File: config.mk
export PLATFORM = sky130hd
export DESIGN_NAME = video_timing_gen
export DESIGN_NICKNAME = d
export VERILOG_FILES = /design/src/rtl/video_timing_gen.sv
export SDC_FILE = /design/constraint.sdc
export NUM_CORES = 1
export LEC_CHECK = 0
export ABC_CLOCK_PERIOD_IN_PS = 1800
export BUFFER_PORTS_ARGS = -buffer_cell sky130_fd_sc_hd__buf_4
export CORE_AREA = 2 2 77 61
export CTS_CLUSTER_SIZE = 14
export DETAILED_ROUTE_END_ITERATION = 16
export DIE_AREA = 0 0 79 63
export PLACE_DENSITY_LB_ADDON = 0.08
export SLEW_MARGIN = 10
export SYNTH_ARGS = -nofsm -noshare
export SYNTH_HDL_FRONTEND = slang
export SYNTH_SLANG_ARGS = --single-unit
File: constraint.sdc
create_clock -name clk -period 1.8 [get_ports clk]
set_input_delay 0 -clock clk [delete_from_list [all_inputs] [get_ports clk]]
set_output_delay 0 -clock clk [all_outputs]
set_load 0.005 [all_outputs]
File: src/rtl/video_timing_gen.sv
// Raster timing generator: free-running h/v counters advanced by a pixel-step enable,
// with registered sync, data-enable, look-ahead data-enable, coordinates and line/frame strobes.
module video_timing_gen #(
  parameter int H_ACTIVE  = 640,
  parameter int H_FP      = 16,
  parameter int H_SYNC    = 96,
  parameter int H_BP      = 48,
  parameter int V_ACTIVE  = 480,
  parameter int V_FP      = 10,
  parameter int V_SYNC    = 2,
  parameter int V_BP      = 33,
  parameter bit HS_POL    = 1'b1,
  parameter bit VS_POL    = 1'b1,
  parameter int LOOKAHEAD = 0,
  parameter int CW        = 10
) (
  input  logic          clk,
  input  logic          rst,
  input  logic          ce,
  output logic          hsync,
  output logic          vsync,
  output logic          de,
  output logic          de_early,
  output logic [CW-1:0] x,
  output logic [CW-1:0] y,
  output logic          line_start,
  output logic          frame_start
);

  localparam int H_TOTAL = H_ACTIVE + H_FP + H_SYNC + H_BP;
  localparam int V_TOTAL = V_ACTIVE + V_FP + V_SYNC + V_BP;

  // All position arithmetic is one bit wider than the counters so h+LOOKAHEAD cannot wrap.
  localparam logic [CW:0] HT       = (CW+1)'(H_TOTAL);
  localparam logic [CW:0] H_LAST   = (CW+1)'(H_TOTAL - 1);
  localparam logic [CW:0] V_LAST   = (CW+1)'(V_TOTAL - 1);
  localparam logic [CW:0] HA       = (CW+1)'(H_ACTIVE);
  localparam logic [CW:0] VA       = (CW+1)'(V_ACTIVE);
  localparam logic [CW:0] HS_START = (CW+1)'(H_ACTIVE + H_FP);
  localparam logic [CW:0] HS_END   = (CW+1)'(H_ACTIVE + H_FP + H_SYNC);
  localparam logic [CW:0] VS_START = (CW+1)'(V_ACTIVE + V_FP);
  localparam logic [CW:0] VS_END   = (CW+1)'(V_ACTIVE + V_FP + V_SYNC);
  localparam logic [CW:0] LA       = (CW+1)'(LOOKAHEAD);

  logic [CW-1:0] r_h;
  logic [CW-1:0] r_v;

  logic [CW:0] w_h;
  logic [CW:0] w_v;
  logic        w_h_last;
  logic        w_v_last;
  logic [CW:0] w_hl_sum;
  logic        w_hl_wrap;
  logic [CW:0] w_hl;
  logic [CW:0] w_vl;
  logic        w_de;
  logic        w_de_early;
  logic        w_hs_act;
  logic        w_vs_act;

  assign w_h      = {1'b0, r_h};
  assign w_v      = {1'b0, r_v};
  assign w_h_last = (w_h == H_LAST);
  assign w_v_last = (w_v == V_LAST);

  // LOOKAHEAD never exceeds the blanking interval, so the look-ahead point crosses at most one line.
  assign w_hl_sum  = w_h + LA;
  assign w_hl_wrap = (w_hl_sum >= HT);
  assign w_hl      = w_hl_wrap ? (w_hl_sum - HT) : w_hl_sum;
  assign w_vl      = !w_hl_wrap ? w_v : (w_v_last ? '0 : (w_v + 1'b1));

  assign w_de       = (w_h < HA) && (w_v < VA);
  assign w_de_early = (w_hl < HA) && (w_vl < VA);
  assign w_hs_act   = (w_h >= HS_START) && (w_h < HS_END);
  assign w_vs_act   = (w_v >= VS_START) && (w_v < VS_END);

  always_ff @(posedge clk) begin
    if (rst) begin
      r_h         <= '0;
      r_v         <= '0;
      x           <= '0;
      y           <= '0;
      de          <= 1'b0;
      de_early    <= 1'b0;
      hsync       <= ~HS_POL;
      vsync       <= ~VS_POL;
      line_start  <= 1'b0;
      frame_start <= 1'b0;
    end else begin
      line_start  <= 1'b0;
      frame_start <= 1'b0;
      if (ce) begin
        r_h <= w_h_last ? '0 : (r_h + 1'b1);
        if (w_h_last) begin
          r_v <= w_v_last ? '0 : (r_v + 1'b1);
        end
        x           <= r_h;
        y           <= r_v;
        de          <= w_de;
        de_early    <= w_de_early;
        hsync       <= ~(w_hs_act ^ HS_POL);
        vsync       <= ~(w_vs_act ^ VS_POL);
        line_start  <= (r_h == '0);
        frame_start <= (r_h == '0) && (r_v == '0);
      end
    end
  end

endmodule

=== Word-level counts from Yosys, hierarchy flattened ===
Cells that the tools add are included.

* Logic and storage cells: 40
* Input bits: 3
* Register bits after elaboration: 46
* Latch bits: 0
* Memories: 0
* Memory bits (writable): 0
* Output and inout bits: 26
* ROM bits: 0

* Div/mod/pow operators: 0
* Magnitude comparators: 9
* Reduce and logical (&&, ||, !) cells: 9
* Eq/ne operators: 2
* $add $sub $neg: 4
* Bitwise logic cells: 1
* Multiplexer cells: 5
* Shift operators: 0
* Multipliers: 0

{| class="wikitable"
|+ Operator list
! operator !! number
|-
| 11-bit two-way mux || 3
|-
| 10-bit by 1-bit adder with 10-bit output (second input constant) || 2
|-
| 10-bit == test (second input constant) || 2
|-
| 10-bit greater-or-equal comparator (second input constant) || 2
|-
| 10-bit zero test || 2
|-
| 10-bit less-than comparator (second input constant) || 2
|-
| 10-bit by 9-bit less-than comparator with 1-bit output (second input constant) || 2
|-
| 10-bit two-way mux || 2
|-
| 10-bit by 1-bit adder with 11-bit output (second input constant) || 1
|-
| 11-bit by 10-bit less-than comparator with 1-bit output (second input constant) || 1
|-
| 11-bit by 9-bit less-than comparator with 1-bit output (second input constant) || 1
|-
| 10-bit by 10-bit subtractor with 11-bit output (second input constant) || 1
|-
| 10-bit by 9-bit greater-or-equal comparator with 1-bit output (second input constant) || 1
|-
| 1-bit logical AND || 5
|-
| 2-bit AND reduction || 1
|-
| 2-bit OR reduction || 1
|-
| 1-bit inverter || 1
|}

=== Logic depth before layout (Yosys ltp) ===
Gate-level depths: netlist of run 1.

* Depth in word-level cells: 5
* Gate-level depth with buffers: 7
* Depth with buffers taken out: 7

=== Least setup slack after synthesis of run 1 ===
OpenSTA, ideal clock, no wires.

* Kind: reg2reg
* Start: register r_h[0]
* End: register r_v[8]
* Cell stages (with the launch flop): 7
* Path buffers: 1
* Setup slack: -0.028 ns
* Arrival time: 1.757 ns
* Cells stage by stage: dfxtp_1 ha_1 nand4_1 or3_4 buf_6 or3_1 a21oi_1

* Longest elaborated chain between the ends: 2

{| class="wikitable"
|+ RTL lines
! what !! RTL line !! text
|-
| start: declaration || 45 || <nowiki>logic [CW-1:0] r_h;</nowiki>
|-
| start signal: assignment || 93 || <nowiki>r_h <= w_h_last ? '0 : (r_h + 1'b1);</nowiki>
|-
| 10-bit == test || 63 || <nowiki>assign w_h_last = (w_h == H_LAST);</nowiki>
|-
| 2-bit AND reduction (no line) || - ||
|-
| end signal: assignment || 95 || <nowiki>r_v <= w_v_last ? '0 : (r_v + 1'b1);</nowiki>
|-
| end: declaration || 46 || <nowiki>logic [CW-1:0] r_v;</nowiki>
|}

No other way between the ends.
A chain may end at the register's enable or synchronous reset.

=== Worst setup path in the final report of run 1 ===
* Start: register r_h[5]
* End: register r_v[5]

The elaborated chain is that of the path after synthesis.

==> results.yml, run 1 <==
run_status:
  status: "completed"
timing:
  slew_headroom: 0.734
  slew_violations: 0
  fmax_mhz: 567
  setup_tns_ns: 0
  fin_crit_ns: 1.76
  min_period_over_period: 0.979
  final-setup-viol-count: 0
  final-hold-violation-count: 0
  worst_slew_pin_slew_ns: 0.400
  whs_ns: 0.107
  fin_skew_ns: 0.0120
  rsz0062_at_grt: "true"
  layout_setup_ws_ns: 0.0370
routing:
  postRouteAntennaNets: 0
  avgViaCountPerCell: 5.13
  wire_per_inst_um: 13.3
  dr.first_iter.drc_count: 107
  dr_total_vias: 1666
  totalWireLength_um: 4330
  drt_first_pass_iters: 4
  drc: 0
layout:
  syn_to_final_growth_pct: 24.6
  finalNetCount: 274
  diodes: 0
  drive_gt1_frac: 0.254
pwr:
  pwr_density_cell_mw_per_mm2: 711
  total_power_uw: 1790
  vdd_drop_max_mv: 0.565
  p_leak_uw: 0.00109
grt:
  grt_max_degree: 40
  grt_usage: 0.189
  overflow: 0
  first_global_vias: 1570
  grt_pass1_wl_um: 7590
  antenna_found_initial: 0
clock_network:
  root_buffer: "clkbuf_8"
  cts_tree: "built"
  clock_latency_ns: 0.30
  cts.sinks: 46
  cts_max_level: 2
  numCtsBuffers: 5
  clock_path_buffers: 2
  cts.clk_slew.worst_paths_ns: 0.09
setup_path:
  critPathArrivalTime_ns: 1.98
  endpoint_kind: "flop"
  crit_path_max_fanout: 11
  cpMaxStageDelayCell: "or3_4"
  crit_type: "flop to flop"
  startpoint_type: "flop"
  timing.critical_path.max_delay_family: "simple AND/OR/NAND/NOR gates"
  max_stage_delay_ns: 0.46
  critPathRequiredTime_ns: 2.02
  crit_chain: "or3_4, or3_4, or3_1, a21oi_1"
  cp_num_buf_inv: 0
  crit_top_cell: "or3_4"
logic_synthesis:
  synth-main-ff-cell: "dfxtp_1"
  synth_nets: 232
  synth.distinct_cells: 33
  seq_area_frac_synth: 0.456
  synth_area_mm2: 0.00202
  yosys_warnings: 0
  synth_cells: 225
  synth-seq-cells: 46
  syn_area_per_cell_um2: 8.97
  synth_edf_count: 0
  synthArstFlopShare: 0
placed_design:
  routabilityCongestion: 0.834
  hpwl_um: 3040
  place_ws_ns: 0.0180
  io_buffers: 28
floorplanning:
  initial_utilization: 0.474
  io_pins: 29
  num_rows: 21
  die_h_um: 63
  dieArea_mm2: 0.00498
  coreArea_mm2: 0.00426
  die_w_um: 79
min_path:
  hold_class: "input port to flop"
job:
  maxCapViolations: 0
## repair_timing
action                     in CTS  in global routing
setup endpoints to repair       0                 12
buffers inserted                0                  1
resized for setup               0                  3
hold buffers                    0                  0
## flip-flops by register name, summed over array words and instances, names as in the netlist
signal,cells
r_h,10
r_v,10
x,10
y,10
de,1
de_early,1
frame_start,1
hsync,1
line_start,1
vsync,1
## placed cells by master (no fill, tap or decap), drive strengths merged, types with 3 or more instances in the layout
cell	Yosys	layout
nand2b	3	3
xnor2	6	6
or3	6	6
clkbuf	8	6
nand4	5	5
a21oi	9	9
dfxtp	46	46
mux2i	25	25
nor3	7	7
xor2	5	5
ha	4	4
buf	7	50
nor2	41	41
or4	3	3
nand3	5	5
inv	5	5
nand2	13	13
o21ai	8	8
## metal layers
| metal | track usage | routed length, um | vias to the layer above |
|---|---|---|---|
| li1 | - | - | 860 |
| met5 | 0 | 0 | - |
| met2 | 0.261 | 1700 | 29 |
| met4 | 0.0453 | 34 | 0 |
| met3 | 0.0448 | 178 | 5 |
| met1 | 0.293 | 2410 | 772 |
## layout make-up
type	count	area (um^2)
sequential	46	923
fill	412	1740
multi-input combinational	159	1030
clock inverter	2	12.5
clock buffer	6	82.6
timing repair buffer	50	375
tap	57	71.3
inverter	5	18.8
## path summary, 6_finish.rpt
| check | from | to | slack, ns | depth (start not counted) |
|---|---|---|---|---|
| setup / recovery | r_h[5]$_SDFFE_PP0P_ | r_v[5]$_SDFFE_PP0P_ | 0.04 | 4 |
| hold / removal | rst | y[2]$_SDFFE_PP0P_ | 0.11 | 2 |
| setup reg to reg | r_h[5]$_SDFFE_PP0P_ | r_v[5]$_SDFFE_PP0P_ | 0.04 | 4 |
| hold reg to reg | vsync$_SDFFE_PP0P_ | vsync$_SDFFE_PP0P_ | 0.48 | 2 |
## per-stage QoR
stage | util | cells | cell area [um^2]
CTS | 0.586 | 324 | 2490
floorplan | - | 225 | 2020
global route | 0.591 | 325 | 2510
detailed placement | 0.563 | 316 | 2400
global placement | 0.563 | 316 | 2400
finish | 0.591 | 325 | 2510
## logic make-up (layout without fill, tap and decap cells)
logic type / after synthesis / count (layout) / share of synthesized area
flip-flops: 46 / 46 / 0.456
XOR/XNOR: 11 / 11 / 0.0477
AO/OA/AOI/OAI: 25 / 25 / 0.0756
adder cells (fa/ha/maj): 4 / 4 / 0.0248
buffers and inverters: 20 / 63 / 0.0409
multiplexers: 25 / 25 / 0.124
AND/OR/NAND/NOR: 94 / 94 / 0.231
## where the power goes
| group | leakage [uW] | switching (uW) | internal, uW | total [uW] |
|---|---|---|---|---|
| logic | 0.000669 | 51.6 | 45.3 | 97.0 |
| clock network | 0.0000472 | 342 | 309 | 651 |
| registers | 0.000373 | 8.02 | 1030 | 1040 |
| total | 0.00109 | 401 | 1390 | 1790 |
## synth_stat cells, drive strengths merged (2+ instances only)
cell type | instances | area, um^2
nor2 | 41 | 154
and3 | 2 | 12.5
or3 | 6 | 47.5
nand4 | 5 | 31.3
inv | 5 | 18.8
clkbuf | 8 | 30.0
dfxtp | 46 | 921
and4 | 2 | 17.5
o21ai | 8 | 40.0
xnor2 | 6 | 52.6
mux2i | 25 | 250
or4 | 3 | 22.5
ha | 4 | 50.1
nor3 | 7 | 35.0
a31o | 2 | 17.5
nand2 | 13 | 48.8
a41oi | 2 | 17.5
xor2 | 5 | 43.8
nand3 | 5 | 25.0
nor4 | 2 | 12.5
buf | 7 | 33.8
nand2b | 3 | 18.8
a21oi | 9 | 45.0
nor3b | 2 | 15.0
Power figures use the tool's default switching activity.
==> inputs of run 2 (changes only) <==
--- a/config.mk
+++ b/config.mk
@@ -7,10 +7,11 @@
 export LEC_CHECK = 0
 export ABC_CLOCK_PERIOD_IN_PS = 1800
 export BUFFER_PORTS_ARGS = -buffer_cell sky130_fd_sc_hd__buf_4
-export CORE_AREA = 2 2 77 61
+export CAP_MARGIN = 15
+export CORE_AREA = 2 2 60 77
 export CTS_CLUSTER_SIZE = 14
 export DETAILED_ROUTE_END_ITERATION = 16
-export DIE_AREA = 0 0 79 63
+export DIE_AREA = 0 0 62 79
 export PLACE_DENSITY_LB_ADDON = 0.08
 export SLEW_MARGIN = 10
 export SYNTH_ARGS = -nofsm -noshare
==> run 2 against run 1 <==
Net effect:
- cell area is 2.2% higher
- hold slack worse by 0.018 ns
- sequential power is essentially flat
- largest cell class unchanged
==> results.yml, run 2 (synthesis gave the netlist of run 1 again) <==
layout:
  finalNetCount: 274
  diodes: 0
  final_common_cell: "buf_4"
  syn_to_final_growth_pct: 27.3
  layout_common_cells: "49 x buf_4, 44 x dfxtp_1, 41 x nor2_1, 25 x mux2i_1, 13 x nand2_1"
  drive_gt1_frac: 0.257
setup_path:
  crit_path_max_fanout: 7
  startpoint_type: "flop"
  rrSetupSlack_ns: 0.06
  crit_type: "flop to flop"
  endpoint_kind: "flop"
  rr_worst_depth: 6
  r2r-end: "r_v[4]$_SDFFE_PP0P_"
  r2r-start: "r_h[1]$_SDFFE_PP0P_"
  critPathRequiredTime_ns: 2.02
  critPathArrivalTime_ns: 1.96
pwr:
  clockPowerShare: 0.447
  comb_power_share: 0.050
  swShare: 0.208
  power.internal_uw: 1640
  pwr_density_cell_mw_per_mm2: 804
  vdd_drop_max_mv: 0.554
  power_frac_seq: 0.503
  power_switching_uw: 430
  p_leak_uw: 0.00111
floorplanning:
  dieArea_mm2: 0.00490
  coreArea_mm2: 0.00422
  num_rows: 27
  die_h_um: 79
  die_w_um: 62
  io_pins: 29
  initial_utilization: 0.478
grt:
  antenna_found_initial: 0
  overflow: 0
  grt_usage: 0.184
  grt_pass1_wl_um: 6890
  grt_max_degree: 40
  first_global_vias: 1480
timing:
  min_period_over_period: 0.966
  rsz0062_at_grt: "true"
  slew_violations: 0
  final-hold-violation-count: 0
  fin_skew_ns: 0.0109
  fin_crit_ns: 1.74
  setup_tns_ns: 0
  worst_slew_pin_slew_ns: 0.405
  whs_ns: 0.0892
  layout_setup_ws_ns: 0.0612
  slew_headroom: 0.730
  final-setup-viol-count: 0
  fmax_mhz: 575
clock_network:
  numCtsBuffers: 5
  clock_latency_ns: 0.30
  root_buffer: "clkbuf_8"
  cts.sinks: 46
  clock_path_buffers: 2
  cts_tree: "built"
  cts.clk_slew.worst_paths_ns: 0.09
  cts_max_level: 2
  hold_buffers: 0
placed_design:
  io_buffers: 28
  hpwl_um: 2900
  routabilityCongestion: 0.776
  place_ws_ns: 0.0377
routing:
  postRouteAntennaNets: 0
  drt_first_pass_iters: 4
  dr.first_iter.drc_count: 70
  avgViaCountPerCell: 5.10
  totalWireLength_um: 4320
  dr_total_vias: 1662
  drc: 0
  wire_per_inst_um: 13.2
min_path:
  hold_end: "x[0]$_SDFFE_PP0P_"
  worstHoldStart: "rst"
  hold_depth: 2
  hold_class: "input port to flop"
run_status:
  status: "completed"
job:
  maxCapViolations: 0
-- run 2: changes by cell type in the layout (fill, tap and decap cells not counted), sizes merged --
cell      change
bufinv        +2
buf           -1
or3           +1
clkinvlp      -1
clkbuf        -1
-- run 2: worst max-delay path by stage --
stage,end,cells past startpoint,slack (ns),start
after floorplan,r_v[8]$_SDFFE_PP0P_,6,0.01,r_h[0]$_SDFFE_PP0P_
after global placement,r_v[4]$_SDFFE_PP0P_,5,0.06,r_h[5]$_SDFFE_PP0P_
after detailed placement,r_v[0]$_SDFFE_PP0P_,6,0.04,r_v[4]$_SDFFE_PP0P_
after CTS,r_v[0]$_SDFFE_PP0P_,6,0.02,r_v[4]$_SDFFE_PP0P_
after global routing,r_v[1]$_SDFFE_PP0P_,7,-0.05,r_h[0]$_SDFFE_PP0P_
final,r_v[4]$_SDFFE_PP0P_,6,0.06,r_h[1]$_SDFFE_PP0P_
-- run 2: per-stage QoR --
stage | power, uW | util | instance area, um^2 | instances
4_1_cts | 2070 | 0.599 | 2530 | 324
2_1_floorplan | 1130 | - | 2020 | 225
3_5_place_dp | 1160 | 0.567 | 2390 | 316
3_3_place_gp | 1160 | 0.567 | 2390 | 316
5_1_grt | 2130 | 0.608 | 2570 | 326
6_report | 2070 | 0.608 | 2570 | 326
-- run 2: power by group through the flow --
stage	Sequential [uW]	Clock, uW	Combinational, uW
after floorplan	1070	0	60.2
after global placement	1060	0	98.8
after CTS	1040	935	99.2
final	1040	923	104
after global routing	1040	976	116
after detailed placement	1060	0	98.7
-- run 2: routing by layer --
metal	global-route usage	wire length, um	vias up
met1	0.218	1900	772
met5	0	0	-
met2	0.310	2220	24
met4	0.0638	62	0
li1	-	-	860
met3	0.0472	132	6
-- run 2: final cells by class --
type | instances | area, um^2
clock inverters | 3 | 68.8
flip-flops and latches | 46 | 926
fillers | 392 | 1650
repair buffers | 49 | 368
well taps | 58 | 72.6
multi-input cells | 160 | 1050
inverters | 5 | 18.8
clock buffers | 5 | 68.8
-- run 2: repair_timing --
item / 4_1_cts / 5_1_grt
resized for setup: 0 / 5
endpoints found under the setup margin: 0 / 8
buffers inserted: 0 / 1
-- run 2: critical path, stage by stage, from the launching register on --
cell	delay [ns]
dfxtp_4	0.36
ha_2	0.16
nand4_1	0.15
or3_4	0.48
nor2_1	0.16
a41oi_1	0.13
a211oi_1	0.21
==> inputs of run 3 (changes only) <==
--- a/config.mk
+++ b/config.mk
@@ -13,6 +13,7 @@
 export DETAILED_ROUTE_END_ITERATION = 16
 export DIE_AREA = 0 0 62 79
 export PLACE_DENSITY_LB_ADDON = 0.08
+export SETUP_SLACK_MARGIN = 0.3
 export SLEW_MARGIN = 10
 export SYNTH_ARGS = -nofsm -noshare
 export SYNTH_HDL_FRONTEND = slang
==> run 3 against run 2 <==
Net effect:
- combinational power up 6%
- clock power down 37%
- critical endpoint is now r_v[5]$_SDFFE_PP0P_
- total power down 16%
- register-to-register slack worse by 0.02 ns
- via count up 3.6%
- sequential cell count unchanged
- wire length up 5.3%
- die area unchanged
- first-iteration DRC count up 21%
- critical path depth down 2
==> results.yml, run 3 (synthesis gave the netlist of run 1 again) <==
layout:
  final_common_cell: "buf_4"
  drive_gt1_frac: 0.352
  multiInputGateArea_mm2: 0.00117
  fillCellCount: 375
  layout_common_cells: "51 x buf_4, 41 x dfxtp_1, 35 x nor2_1, 24 x mux2i_1, 13 x nand2_1"
  final_util: 0.632
  finalNetCount: 277
  seqCellArea_um2: 935
  syn_to_final_growth_pct: 32.2
  diodes: 0
clock_network:
  clock_path_buffers: 2
  cts.clk_slew.worst_paths_ns: 0.08
  hold_buffers: 0
  cts.sinks: 46
  cts_tree: "built"
  clock_latency_ns: 0.29
  root_buffer: "clkbuf_8"
  cts_max_level: 2
  numCtsBuffers: 5
timing:
  min_period_over_period: 0.975
  fin_skew_ns: 0.00519
  final-setup-viol-count: 0
  fin_crit_ns: 1.76
  final-hold-violation-count: 0
  slew_headroom: 0.707
  worst_slew_pin_slew_ns: 0.440
  rsz0062_at_grt: "true"
  slew_violations: 0
  setup_tns_ns: 0
  fmax_mhz: 570
run_status:
  status: "completed"
job:
  maxCapViolations: 0
pwr:
  p_leak_uw: 0.00109
  pwr_density_cell_mw_per_mm2: 650
  vdd_drop_max_mv: 0.381
setup_path:
  rr_worst_depth: 4
  critPathArrivalTime_ns: 1.99
  startpoint_type: "flop"
  worstSetupEndpoint: "r_v[5]$_SDFFE_PP0P_"
  endpoint_kind: "flop"
  rrSetupSlack_ns: 0.04
  crit_type: "flop to flop"
  r2r-start: "r_h[6]$_SDFFE_PP0P_"
  crit_path_max_fanout: 6
  critPathRequiredTime_ns: 2.03
  crit_start: "r_h[6]$_SDFFE_PP0P_"
  r2r-end: "r_v[5]$_SDFFE_PP0P_"
grt:
  grt_usage: 0.195
  grt_pass1_wl_um: 7310
  overflow: 0
  grt_max_degree: 40
  antenna_found_initial: 0
  first_global_vias: 1576
floorplanning:
  initial_utilization: 0.478
  io_pins: 29
  dieArea_mm2: 0.00490
  coreArea_mm2: 0.00422
  die_h_um: 79
  die_w_um: 62
  num_rows: 27
routing:
  drc: 0
  wire_per_inst_um: 13.9
  dr_total_vias: 1722
  avgViaCountPerCell: 5.25
  drt_first_pass_iters: 4
  totalWireLength_um: 4550
  postRouteAntennaNets: 0
  dr.first_iter.drc_count: 85
placed_design:
  hpwl_um: 2930
  routabilityCongestion: 0.841
  io_buffers: 28
min_path:
  hold_class: "input port to flop"
run 3: cell count changes in the layout (fill, tap and decap cells not counted), moves of 3 or more:
cell,change
a21oi_2,+3
nor2_2,+5
a21oi_1,-3
nor2_1,-6
dfxtp_1,-3
run 3: cell type report:
type | instances | share of cell area
tap | 58 | 0.0272
sequential | 46 | 0.350
timing repair buffer | 52 | 0.148
inverter | 5 | 0.00704
multi-input combinational | 160 | 0.439
clock buffer | 7 | 0.0286
run 3: critical path: stages, from the launching register on:
cell	delay, ns
dfxtp_2	0.34
or3_4	0.40
or3_4	0.45
or3_1	0.39
a21oi_2	0.12
run 3: how the worst min path moves through the flow:
stage	from	end	slack [ns]	cells after the start
6_report	rst	de$_SDFFE_PP0P_	0.12	2
5_1_grt	rst	y[2]$_SDFFE_PP0P_	0.15	2
4_1_cts	rst	y[7]$_SDFFE_PP0P_	0.11	2
3_5_place_dp	frame_start$_SDFF_PP0_	frame_start	0.38	1
3_3_place_gp	frame_start$_SDFF_PP0_	frame_start	0.38	1
2_1_floorplan	rst	de_early$_SDFFE_PP0P_	0.16	2
run 3: what timing repair did:
action	in CTS	in global routing
resized for setup	12	19
gates cloned	1	0
pin swaps	9	14
buffers inserted	6	1
endpoints found under the setup margin	19	19
run 3: per-layer routing:
layer  vias to the layer above  part of all wire  global-route usage  wire length (um)
met3                         8             0.034              0.0375               155
met2                        38              0.50               0.325              2290
met1                       811              0.44               0.240              2010
met5                         -                 0                   0                 0
li1                        865                 -                   -                 -
met4                         0             0.021              0.0745                95
run 3: per-stage QoR:
step	setup WS (ns)	cell area, um^2	hold WS (ns)	std cells	power, uW
floorplan	0.0991	2070	0.160	225	1130
global placement	0.0755	2410	0.382	313	1160
detailed placement	0.00742	2410	0.380	313	1160
CTS	0.106	2580	0.114	327	1750
global route	0.0154	2670	0.146	328	1800
finish	0.0449	2670	0.119	328	1730
run 3: power by group:
group | total, uW | leakage (uW) | switching, uW | internal, uW
sequential | 1040 | 0.000375 | 9.31 | 1030
clock | 585 | 0.0000383 | 317 | 268
combinational | 110 | 0.000677 | 58.7 | 51.0
